**config.mk**
```make
export PLATFORM = sky130hd
export DESIGN_NAME = stdp_update_scheduler
export DESIGN_NICKNAME = d
export VERILOG_FILES = /design/src/rtl/stdp_update_scheduler.sv
export SDC_FILE = /design/constraint.sdc
export NUM_CORES = 1
export LEC_CHECK = 0
export BUFFER_PORTS_ARGS = -buffer_cell sky130_fd_sc_hd__buf_2
export CORE_ASPECT_RATIO = 1.1
export CORE_MARGIN = 1
export CORE_UTILIZATION = 56
export CTS_BUF_LIST = sky130_fd_sc_hd__clkbuf_2
export CTS_CLUSTER_SIZE = 20
export DETAILED_ROUTE_END_ITERATION = 7
export GPL_ROUTABILITY_DRIVEN = 0
export MAX_ROUTING_LAYER = met4
export PLACE_DENSITY = 0.78
export SYNTH_ARGS = -nofsm -noshare
export SYNTH_HDL_FRONTEND = slang
export SYNTH_SLANG_ARGS = --single-unit
```
**constraint.sdc**
```tcl
create_clock -name clk -period 2.7 [get_ports clk]
set_input_delay 0.27 -clock clk [delete_from_list [all_inputs] [get_ports clk]]
set_output_delay 0.27 -clock clk [all_outputs]
set_load 0.01 [all_outputs]
```
**src/rtl/stdp_update_scheduler.sv**
```systemverilog
// stdp_update_scheduler: spike timers, STDP pairing capture and round-robin weight update sequencer
module stdp_update_scheduler #(
  parameter int NUM_PRE = 4,
  parameter int TW = 8,
  parameter int WW = 4,
  parameter int WINDOW = 16,
  localparam int AW = (NUM_PRE > 1) ? $clog2(NUM_PRE) : 1
) (
  input  logic               clk,
  input  logic               rst_n,
  input  logic               enable,
  input  logic [NUM_PRE-1:0] pre_spike,
  input  logic               post_spike,
  output logic               mem_req,
  output logic               mem_we,
  output logic [AW-1:0]      mem_addr,
  output logic [WW-1:0]      mem_wdata,
  input  logic               mem_ack,
  input  logic [WW-1:0]      mem_rdata,
  output logic               upd_valid,
  output logic [AW-1:0]      upd_addr,
  output logic               upd_ltp,
  output logic [WW-1:0]      upd_weight,
  output logic               overrun,
  output logic               busy
);
  localparam logic [TW-1:0] TMAX = '1;
  localparam logic [TW-1:0] WIN = TW'(WINDOW);
  localparam logic [TW-1:0] HALF = TW'(WINDOW / 2);
  typedef enum logic [1:0] {IDLE, READ, CALC, WRITE} state_t;
  state_t state, state_n;
  logic [TW-1:0] pre_timer [NUM_PRE];
  logic [TW-1:0] post_timer;
  logic [TW-1:0] pend_dt [NUM_PRE];
  logic [NUM_PRE-1:0] pend_v, pend_ltp, req, req_ltp, blocked, accept;
  logic [AW-1:0] rr_ptr, idx, sel, j;
  logic sel_found, commit;
  logic [WW-1:0] rdata, new_w;
  logic [WW:0] delta, sum, diff;
  assign mem_req = (state == READ) || (state == WRITE);
  assign mem_we = (state == WRITE);
  assign mem_addr = idx;
  assign busy = (|pend_v) || (state != IDLE);
  assign commit = (state == WRITE) && mem_ack;
  // Pairing detection against pre-update timers; a synapse spiking together with post is excluded
  always_comb begin
    req_ltp = '0;
    req = '0;
    blocked = '0;
    for (int i = 0; i < NUM_PRE; i++) begin
      req_ltp[i] = post_spike && !pre_spike[i] && (pre_timer[i] < WIN);
      req[i] = enable && (req_ltp[i] || (pre_spike[i] && !post_spike && (post_timer < WIN)));
      blocked[i] = pend_v[i] || ((state != IDLE) && (idx == AW'(i)));
    end
    accept = req & ~blocked;
  end
  // Round-robin pick: first valid slot at or after rr_ptr, scanning backwards so the nearest wins
  always_comb begin
    sel = '0;
    sel_found = 1'b0;
    j = '0;
    for (int k = NUM_PRE - 1; k >= 0; k--) begin
      j = AW'((int'(rr_ptr) + k) % NUM_PRE);
      if (pend_v[j]) begin
        sel = j;
        sel_found = 1'b1;
      end
    end
  end
  // Weight arithmetic at WW+1 bits so neither direction can wrap
  always_comb begin
    delta = (pend_dt[idx] < HALF) ? (WW+1)'(2) : (WW+1)'(1);
    sum = {1'b0, rdata} + delta;
    diff = {1'b0, rdata} - delta;
    new_w = pend_ltp[idx] ? (sum[WW] ? '1 : sum[WW-1:0]) : (diff[WW] ? '0 : diff[WW-1:0]);
  end
  // Next-state logic for the read-modify-write sequence
  always_comb begin
    state_n = state;
    case (state)
      IDLE:    state_n = sel_found ? READ : IDLE;
      READ:    state_n = mem_ack ? CALC : READ;
      CALC:    state_n = WRITE;
      WRITE:   state_n = mem_ack ? IDLE : WRITE;
      default: state_n = IDLE;
    endcase
  end
  // State register
  always_ff @(posedge clk) begin
    if (!rst_n) state <= IDLE;
    else state <= state_n;
  end
  // Spike timers: load 0 on spike, otherwise count up and saturate
  always_ff @(posedge clk) begin
    if (!rst_n) begin
      post_timer <= TMAX;
      for (int i = 0; i < NUM_PRE; i++) pre_timer[i] <= TMAX;
    end else begin
      post_timer <= post_spike ? '0 : ((post_timer == TMAX) ? TMAX : post_timer + 1'b1);
      for (int i = 0; i < NUM_PRE; i++)
        pre_timer[i] <= pre_spike[i] ? '0 : ((pre_timer[i] == TMAX) ? TMAX : pre_timer[i] + 1'b1);
    end
  end
  // Pending slots: cleared on commit, filled by accepted requests, collisions flagged as overrun
  always_ff @(posedge clk) begin
    if (!rst_n) begin
      pend_v <= '0;
      pend_ltp <= '0;
      overrun <= 1'b0;
      for (int i = 0; i < NUM_PRE; i++) pend_dt[i] <= '0;
    end else begin
      overrun <= |(req & blocked);
      for (int i = 0; i < NUM_PRE; i++) begin
        if (commit && (idx == AW'(i))) pend_v[i] <= 1'b0;
        else if (accept[i]) begin
          pend_v[i] <= 1'b1;
          pend_ltp[i] <= req_ltp[i];
          pend_dt[i] <= req_ltp[i] ? pre_timer[i] : post_timer;
        end
      end
    end
  end
  // Datapath: latch index, read data, new weight, round-robin pointer and commit report
  always_ff @(posedge clk) begin
    if (!rst_n) begin
      idx <= '0;
      rdata <= '0;
      mem_wdata <= '0;
      rr_ptr <= '0;
      upd_valid <= 1'b0;
      upd_addr <= '0;
      upd_ltp <= 1'b0;
      upd_weight <= '0;
    end else begin
      upd_valid <= commit;
      if ((state == IDLE) && sel_found) idx <= sel;
      if ((state == READ) && mem_ack) rdata <= mem_rdata;
      if (state == CALC) mem_wdata <= new_w;
      if (commit) begin
        rr_ptr <= (idx == AW'(NUM_PRE - 1)) ? '0 : idx + 1'b1;
        upd_addr <= idx;
        upd_ltp <= pend_ltp[idx];
        upd_weight <= mem_wdata;
      end
    end
  end
endmodule

```
# --- Yosys cells after proc, flatten, opt, wreduce, memory -nomap -nowiden ---
# Memories as Yosys holds them, arrays and structs flattened. A register that Yosys moved wholly into a read port is not among the register bits.
# Index checks and enable logic that the tools add are counted.
word_totals:
  ff_bits: 39
  ram_bits: 64
  in_bits: 13
  out_inout_bits: 18
  wordCells: 198
  memories: 2
classes:
  n_addsub: 11
  order_cmp: 11
  n_eq_ne: 11
  n_mux: 69
  bitwise: 16
  n_reduce_logical: 59
mem_list:
  columns: ["memory", "depth", "width", "rd", "rd_ports_with_merged_regs", "wr", "line_no", "rtl"]
  rows:
  - ["pend_dt", 4, 8, 1, 1, 4, "34", "logic [TW-1:0] pend_dt [NUM_PRE];"]
  - ["pre_timer", 4, 8, 4, 0, 4, "32", "logic [TW-1:0] pre_timer [NUM_PRE];"]
ops:
  columns: ["cell", "n"]
  rows:
  - ["$mux W8", 22]
  - ["$add A8 B1 Y8 const B", 5]
  - ["$eq A8 B8 Y1 const B", 5]
  - ["$lt A8 B5 Y1 const B", 5]
  - ["$logic_and A1 B1 Y1", 31]
  - ["$mux W1", 28]
  - ["$mux W2", 10]
  - ["$lt A2 B3 Y1 const B", 5]
  - ["$mux W4", 3]
  - ["$bmux W1 S2", 5]
  - ["$logic_or A1 B1 Y1", 10]
  - ["$and A4 B4 Y4", 2]
  - ["$eq A2 B2 Y1 const B", 4]
  - ["$lt A8 B4 Y1 const B", 1]
  - ["$or A1 B1 Y1", 8]
  - ["$pmux W2 S4", 1]
  - ["$reduce_and A2 Y1", 4]
  - ["$reduce_or A2 Y1", 4]
  - ["$reduce_or A4 Y1", 2]
  - ["$add A4 B2 Y5", 1]
  - ["$logic_not A1 Y1", 5]
  - ["$not A1 Y1", 5]
  - ["$sub A4 B2 Y5", 1]
  - ["$add A2 B1 Y2 const B", 2]
  - ["5 further kinds", 8]

# --- Logic depth before layout (Yosys ltp) ---
# Gate-level depths: netlist of the first run.
logic_depth:
  ltp_word: 11
  depth_mapped: 11
  ltp_nobuf: 11

# --- Worst setup path before layout of the first run ---
# No wires, ideal clock.
synth_path:
  path_type: "flip-flop to flip-flop"
  from: "memory pend_dt[2][6]"
  to: "register mem_wdata[2]"
  setup_time_ps: 66
  arrival_ps: 2488
  required_ps: 2634
  slack_ps: 145
  stages_incl_launch_ff: 9
  n_path_buf: 0
  period_less_slack_ps: 2555
  cell_sequence: "edfxtp_1 or4_1 nor3_1 a31oi_1 a21o_1 ha_1 fa_1 mux4_2 a21oi_2"
synth_rtl:
  columns: ["element", "line_no", "rtl"]
  rows:
  - ["start, declared", "34", null]
  - ["end signal, assigned", "138", "if (state == CALC) mem_wdata <= new_w;"]
  - ["end, declared", "17", "output logic [WW-1:0] mem_wdata,"]

==> metrics.cfg, run 1 <==
[cells_and_area]
finish.utilization = 0.648
multi_input_area_um2 = 2250
area_growth_syn_to_layout_pct = 11.5
ff_latch_area_um2 = 2060
nFillCells = 653
diodes = 0
nNetsFinal = 548
drive_gt1_frac = 0.147
finalNonFillerCells = 630

[sta]
worstMarginPinSlew_ns = 0.569
finalHoldViolCount = 0
finalSetupViolations = 0
finalCritPeriodShare = 0.951
fmax_mhz = 389
clock_skew_ns = 0.0328
hold_slack_ns = 0.0633
slew_headroom = 0.621
period_needed_ns = 2.57
drv_slew = 0

[clock_tree]
cts_buffers = 9
cts_tree = done
h-tree-depth = 3
root_buffer = clkbuf_2
cts_max_path_buffers = 2
clkTransAtPathRegs_ns = 0.23
insertion_delay_ns = 0.52
cts_sinks = 93

[critical_path]
crit_slowest_cell = or4_4
worstSetupEndpointType = flop
startpoint = pend_dt[2][4]
crit_path_start_kind = flop
criticalPathCategory = reg -> reg
cpPeakStageDelay_ns = 0.53
worstPathCellList = or4_4 > nor3_2 > a31oi_1 > a21o_1 > ha_2 > fa_2 > mux4_2 > a21oi_2
crit_fanout = 3
arrival_ns = 3.04
cp.required_ns = 3.17
r2r_start = pend_dt[2][4]

[route]
first_pass_iters = 4
routed_via_density = 5.40
drcViolationCount = 0
vias = 3405
drt_iter0_markers = 142
wirelength_um = 8150
postRouteAntennaNets = 0
routedWlPerCell_um = 12.9

[yosys]
synth_ff_type = dfxtp_1
synth-async-reset-ratio = 0
yosysWarnings = 0
synth_edf_count = 20
synth_top_cell_by_area = dfxtp_1
netlist_area_um2 = 4370
synth_area_leaders = dfxtp_1 33%, edfxtp_1 14%, o21ai_0 6.0%
yosys-top-cells-count = 73 x dfxtp_1, 54 x nand2_1, 52 x o21ai_0
yosysSeqAreaShare = 0.472
syn_inst = 472
syn_area_per_cell_um2 = 9.26
ys_seq_elements = 93
post_synth_num_cell_types = 50
synth_top_area_frac = 0.334
synth_most_common_cell = dfxtp_1

[pwr]
pwr-share-seq = 0.645
power.total_mw = 2.44
internal-power_mw = 1.77
power.density_nw_per_um2 = 500
leakage_nw = 1.93
clockPowerShare = 0.236
peakVddDrop_mv = 0.329
combPwrFrac = 0.119
swShare = 0.275
p_switching_mw = 0.670

[global_route]
grt_start_max_net_pins = 38
grt_pass1_wl_um = 13900
grt_pass1_vias = 3276
antenna_found_initial = 0
grt_use_total = 0.222
grt_remaining_overflow = 0

[hold_path]
hold_path_class = in -> reg
hp-start = enable

[placement]
hpwl_um = 5910
placed_cells = 605
port_buffers = 30

[floorplanning]
initial_core_util = 0.581
io_pins = 31
dieArea_um2 = 8160
rows = 33
core_area_um2 = 7510
die_h_um = 94.6
die_width_um = 86.2

[run_status]
outcome = complete, no violations

[job]
cap_violations = 0

-- kinds of logic (layout without fill, tap and decap cells) --
| family | after synthesis | in the layout | synth area share |
|---|---|---|---|
| mux | 19 | 19 | 0.0493 |
| simple gates | 186 | 186 | 0.220 |
| buf+inv | 37 | 75 | 0.0355 |
| flops | 93 | 93 | 0.472 |
| compound gates | 106 | 106 | 0.146 |
| xor+xnor | 15 | 15 | 0.0301 |
| fa+ha+maj | 15 | 15 | 0.0464 |
| other cells | 1 | 16 | 0.000858 |
-- area by class of cell --
type / count / share of cell area
clock buffer: 11 / 0.0113
clock inverter: 5 / 0.00668
inverter: 16 / 0.0128
multi-input combinational: 357 / 0.462
sequential: 93 / 0.423
tap: 105 / 0.0270
timing repair buffer: 43 / 0.0565
-- metal layers --
metal | wire (um) | GRT usage | share of wire
met5 | 0 | - | 0
met4 | 108 | 0.0750 | 0.013
met2 | 4130 | 0.405 | 0.51
met3 | 203 | 0.0323 | 0.025
met1 | 3720 | 0.248 | 0.46
-- sequential cells by signal (all words and copies together) (netlist names), 4 cells and up, named ones only --
signal,cells
post_timer,8
pend_dt,20
rdata,4
mem_wdata,4
upd_weight,4
pend_v,4
pre_timer,32
pend_ltp,4
-- per-stage QoR --
| stage | setup slack (ns) | TNS [ns] | area, um2 |
|---|---|---|---|
| after global placement | 0.128 | 0 | 4640 |
| after global routing | -0.00411 | -0.00440 | 4870 |
| after floorplan | 0.145 | 0 | 4430 |
| after detailed placement | 0.0918 | 0 | 4640 |
| after CTS | 0.0461 | 0 | 4810 |
| final | 0.133 | 0 | 4870 |
-- timing repair --
| item | CTS | global route |
|---|---|---|
| endpoints found under the setup margin | 0 | 3 |
| setup buffers | 0 | 1 |
| resized for setup | 0 | 16 |
| hold buffers | 8 | 0 |
| endpoints found under the hold margin | 22 | 0 |
-- critical path: cells and delay by family (launching register included) --
| family | cells | cell delay (ns) |
|---|---|---|
| fa+ha+maj | 2 | 0.57 |
| simple gates | 2 | 0.68 |
| mux | 1 | 0.48 |
| compound gates | 3 | 0.38 |
| flops | 1 | 0.42 |
-- power by group through the flow --
stage | Sequential [mW] | Clock [mW] | Combinational, mW
3_3_place_gp | 1.59 | 0 | 0.263
4_1_cts | 1.57 | 0.603 | 0.285
5_1_grt | 1.58 | 0.652 | 0.331
6_report | 1.57 | 0.576 | 0.289
2_1_floorplan | 1.58 | 0 | 0.228
3_5_place_dp | 1.60 | 0 | 0.275
-- path summary, 6_finish.rpt --
path                   to  slack [ns]  cells after the start
max          mem_wdata[2]        0.13                      8
max reg2reg  mem_wdata[2]        0.13                      8
min reg2reg   pend_ltp[2]        0.48                      2
min           pend_ltp[3]        0.06                      3
-- layout by cell type (no fill, tap or decap), types with 6 or more instances in the layout --
master | synthesis | routed
nor2b_1 | 12 | 12
conb_1 | 1 | 16
nand2b_1 | 9 | 9
ha_1 | 13 | 10
mux2i_1 | 17 | 17
a21oi_1 | 11 | 11
edfxtp_1 | 20 | 20
o21ai_0 | 52 | 50
xnor2_1 | 10 | 10
inv_1 | 16 | 14
and3_1 | 6 | 6
clkbuf_2 | 0 | 11
nand3_1 | 21 | 21
dfxtp_1 | 73 | 73
nor2_1 | 46 | 46
nand2_1 | 54 | 54
a21boi_0 | 16 | 16
dlygate4sd3_1 | 0 | 8
buf_2 | 1 | 30
Note: power is estimated with default switching activity, not from simulation.
==> run 2: changes to the inputs <==
--- a/config.mk
+++ b/config.mk
@@ -6,15 +6,17 @@
 export NUM_CORES = 1
 export LEC_CHECK = 0
 export BUFFER_PORTS_ARGS = -buffer_cell sky130_fd_sc_hd__buf_2
+export CELL_PAD_IN_SITES_DETAIL_PLACEMENT = 1
+export CELL_PAD_IN_SITES_GLOBAL_PLACEMENT = 1
 export CORE_ASPECT_RATIO = 1.1
 export CORE_MARGIN = 1
-export CORE_UTILIZATION = 56
+export CORE_UTILIZATION = 44
 export CTS_BUF_LIST = sky130_fd_sc_hd__clkbuf_2
 export CTS_CLUSTER_SIZE = 20
 export DETAILED_ROUTE_END_ITERATION = 7
 export GPL_ROUTABILITY_DRIVEN = 0
 export MAX_ROUTING_LAYER = met4
-export PLACE_DENSITY = 0.78
+export PLACE_DENSITY_LB_ADDON = 0.1
 export SYNTH_ARGS = -nofsm -noshare
 export SYNTH_HDL_FRONTEND = slang
 export SYNTH_SLANG_ARGS = --single-unit
==> run 2 against run 1 <==
Final area rose by 2.5%. Via count rose by 1.8%. First-iteration DRC count fell by 32%. Highest routed layer unchanged. Critical endpoint is now mem_wdata[3]. Sequential power is essentially flat. Core utilization is 12 points lower. Wire length rose by 22%.
==> metrics.cfg, run 2 (synthesized netlist as in run 1, its figures left out) <==
[run_status]
outcome = complete, no violations

[route]
first_pass_iters = 4
drt_iter0_markers = 96
postRouteAntennaNets = 0
drcViolationCount = 0
wirelength_um = 9960
vias = 3465
routed_via_density = 5.36
routedWlPerCell_um = 15.4

[critical_path]
crit_slowest_cell = or4_4
crit_fanout = 4
worstSetupEndpointType = flop
critPathMostFrequentCell = nor3_4
criticalPathCategory = reg -> reg
worstPathCellList = or4_4 > nor3_4 > a31oi_1 > a21o_1 > ha_2 > fa_2 > buf_6 > nor3_4 > a211oi_2 > o32ai_2
crit_path_start_kind = flop
cpPeakStageDelay_ns = 0.57
arrival_ns = 3.16
cp.required_ns = 3.16

[sta]
hold_slack_ns = 0.0439
layout_setup_ws_ns = 0.0000151
period_needed_ns = 2.70
rsz0062_at_grt = true
finalSetupViolations = 0
fmax_mhz = 370
slew_headroom = 0.544
worstMarginPinSlew_ns = 0.684
finalCritPeriodShare = 1.00
clock_skew_ns = 0.0337
drv_slew = 0
finalHoldViolCount = 0

[cells_and_area]
area_growth_syn_to_layout_pct = 14.3
largest_registers = pre_timer x32, pend_dt x20, post_timer x8
largest_register = pre_timer
drive_gt1_frac = 0.159
largest_register_ffs = 32
diodes = 0
final_cell_mix = 73 x dfxtp_1, 54 x nand2_1, 50 x o21ai_0, 46 x nor2_1, 30 x buf_2
layout_commonest_cell = dfxtp_1
nNetsFinal = 552

[pwr]
peakVddDrop_mv = 0.287
power.density_nw_per_um2 = 547
leakage_nw = 1.98

[global_route]
antenna_found_initial = 0
grt_pass1_vias = 3527
grt_use_total = 0.209
grt_start_max_net_pins = 40
grt_pass1_wl_um = 16900
grt_remaining_overflow = 0

[clock_tree]
cts_buffers = 9
cts_max_path_buffers = 2
insertion_delay_ns = 0.53
cts_sinks = 93
root_buffer = clkbuf_2
h-tree-depth = 3
cts_tree = done
clkTransAtPathRegs_ns = 0.24

[floorplanning]
io_pins = 31
die_h_um = 107
dieArea_um2 = 10300
core_area_um2 = 9490
rows = 37
die_width_um = 97.0
initial_core_util = 0.460

[placement]
pre_cts_slack_ns = -0.0137
port_buffers = 30
hpwl_um = 7010

[hold_path]
hold_path_class = in -> reg

[job]
cap_violations = 0

==> run 2: cell count changes in the layout (fill, tap and decap cells not counted), sizes merged <==
| cell | delta |
|---|---|
| clkbuf | -1 |
| buf | +6 |
| bufinv | +3 |
| clkinvlp | +1 |
| inv | -3 |
| dlygate4sd3 | -2 |
==> run 2: worst max-delay path: cells and delay by family (launching register included) <==
kind | cells | cell delay [ns]
flops | 1 | 0.43
buf+inv | 1 | 0.14
fa+ha+maj | 2 | 0.57
simple gates | 3 | 0.87
compound gates | 4 | 0.64
==> run 2: stage by stage <==
| stage | util | total power [mW] | TNS, ns | instance area, um2 | instances |
|---|---|---|---|---|---|
| after global placement | 0.495 | 1.87 | 0 | 4690 | 622 |
| after global routing | 0.526 | 2.88 | -0.351 | 4990 | 646 |
| after floorplan | - | 1.81 | 0 | 4430 | 487 |
| after CTS | 0.519 | 2.76 | 0 | 4920 | 643 |
| after detailed placement | 0.495 | 1.88 | -0.0137 | 4690 | 622 |
| final | 0.526 | 2.73 | 0 | 4990 | 646 |
==> run 2: power by group <==
part	internal [mW]	leakage, nW	switching, mW
sequential	1.50	0.800	0.0743
clock	0.402	0.0921	0.461
combinational	0.135	1.09	0.162
total	2.04	1.98	0.697
==> run 2: repair_timing <==
action | 4_1_cts | 5_1_grt
setup buffers | 0 | 2
endpoints found under the hold margin | 7 | 1
setup endpoints to repair | 2 | 4
pin swaps | 1 | 4
resized for setup | 4 | 14
hold buffers | 5 | 1
==> run 2: path summary, 6_finish.rpt <==
path / from / to / slack (ns) / depth (start not counted)
worst max-delay path: pend_dt[2][5] / mem_wdata[3] / 0.00002 / 10
worst min-delay path: pre_spike[0] / pre_timer[0][3] / 0.04 / 2
worst max register to register: pend_dt[2][5] / mem_wdata[3] / 0.00002 / 10
worst min register to register: upd_weight[0] / upd_weight[0] / 0.47 / 2
==> run 2: routing by layer <==
layer / track usage / part of all wire
met5: - / 0
met4: 0.0842 / 0.018
met3: 0.0263 / 0.020
met2: 0.367 / 0.51
met1: 0.243 / 0.45
==> run 2: cell type report <==
| class | instances | area, um2 |
|---|---|---|
| well taps | 117 | 146 |
| flip-flops and latches | 93 | 2060 |
| clock buffers | 10 | 50.0 |
| multi-input cells | 357 | 2260 |
| clock inverters | 6 | 111 |
| fillers | 1131 | 4500 |
| inverters | 16 | 62.6 |
| repair buffers | 47 | 300 |
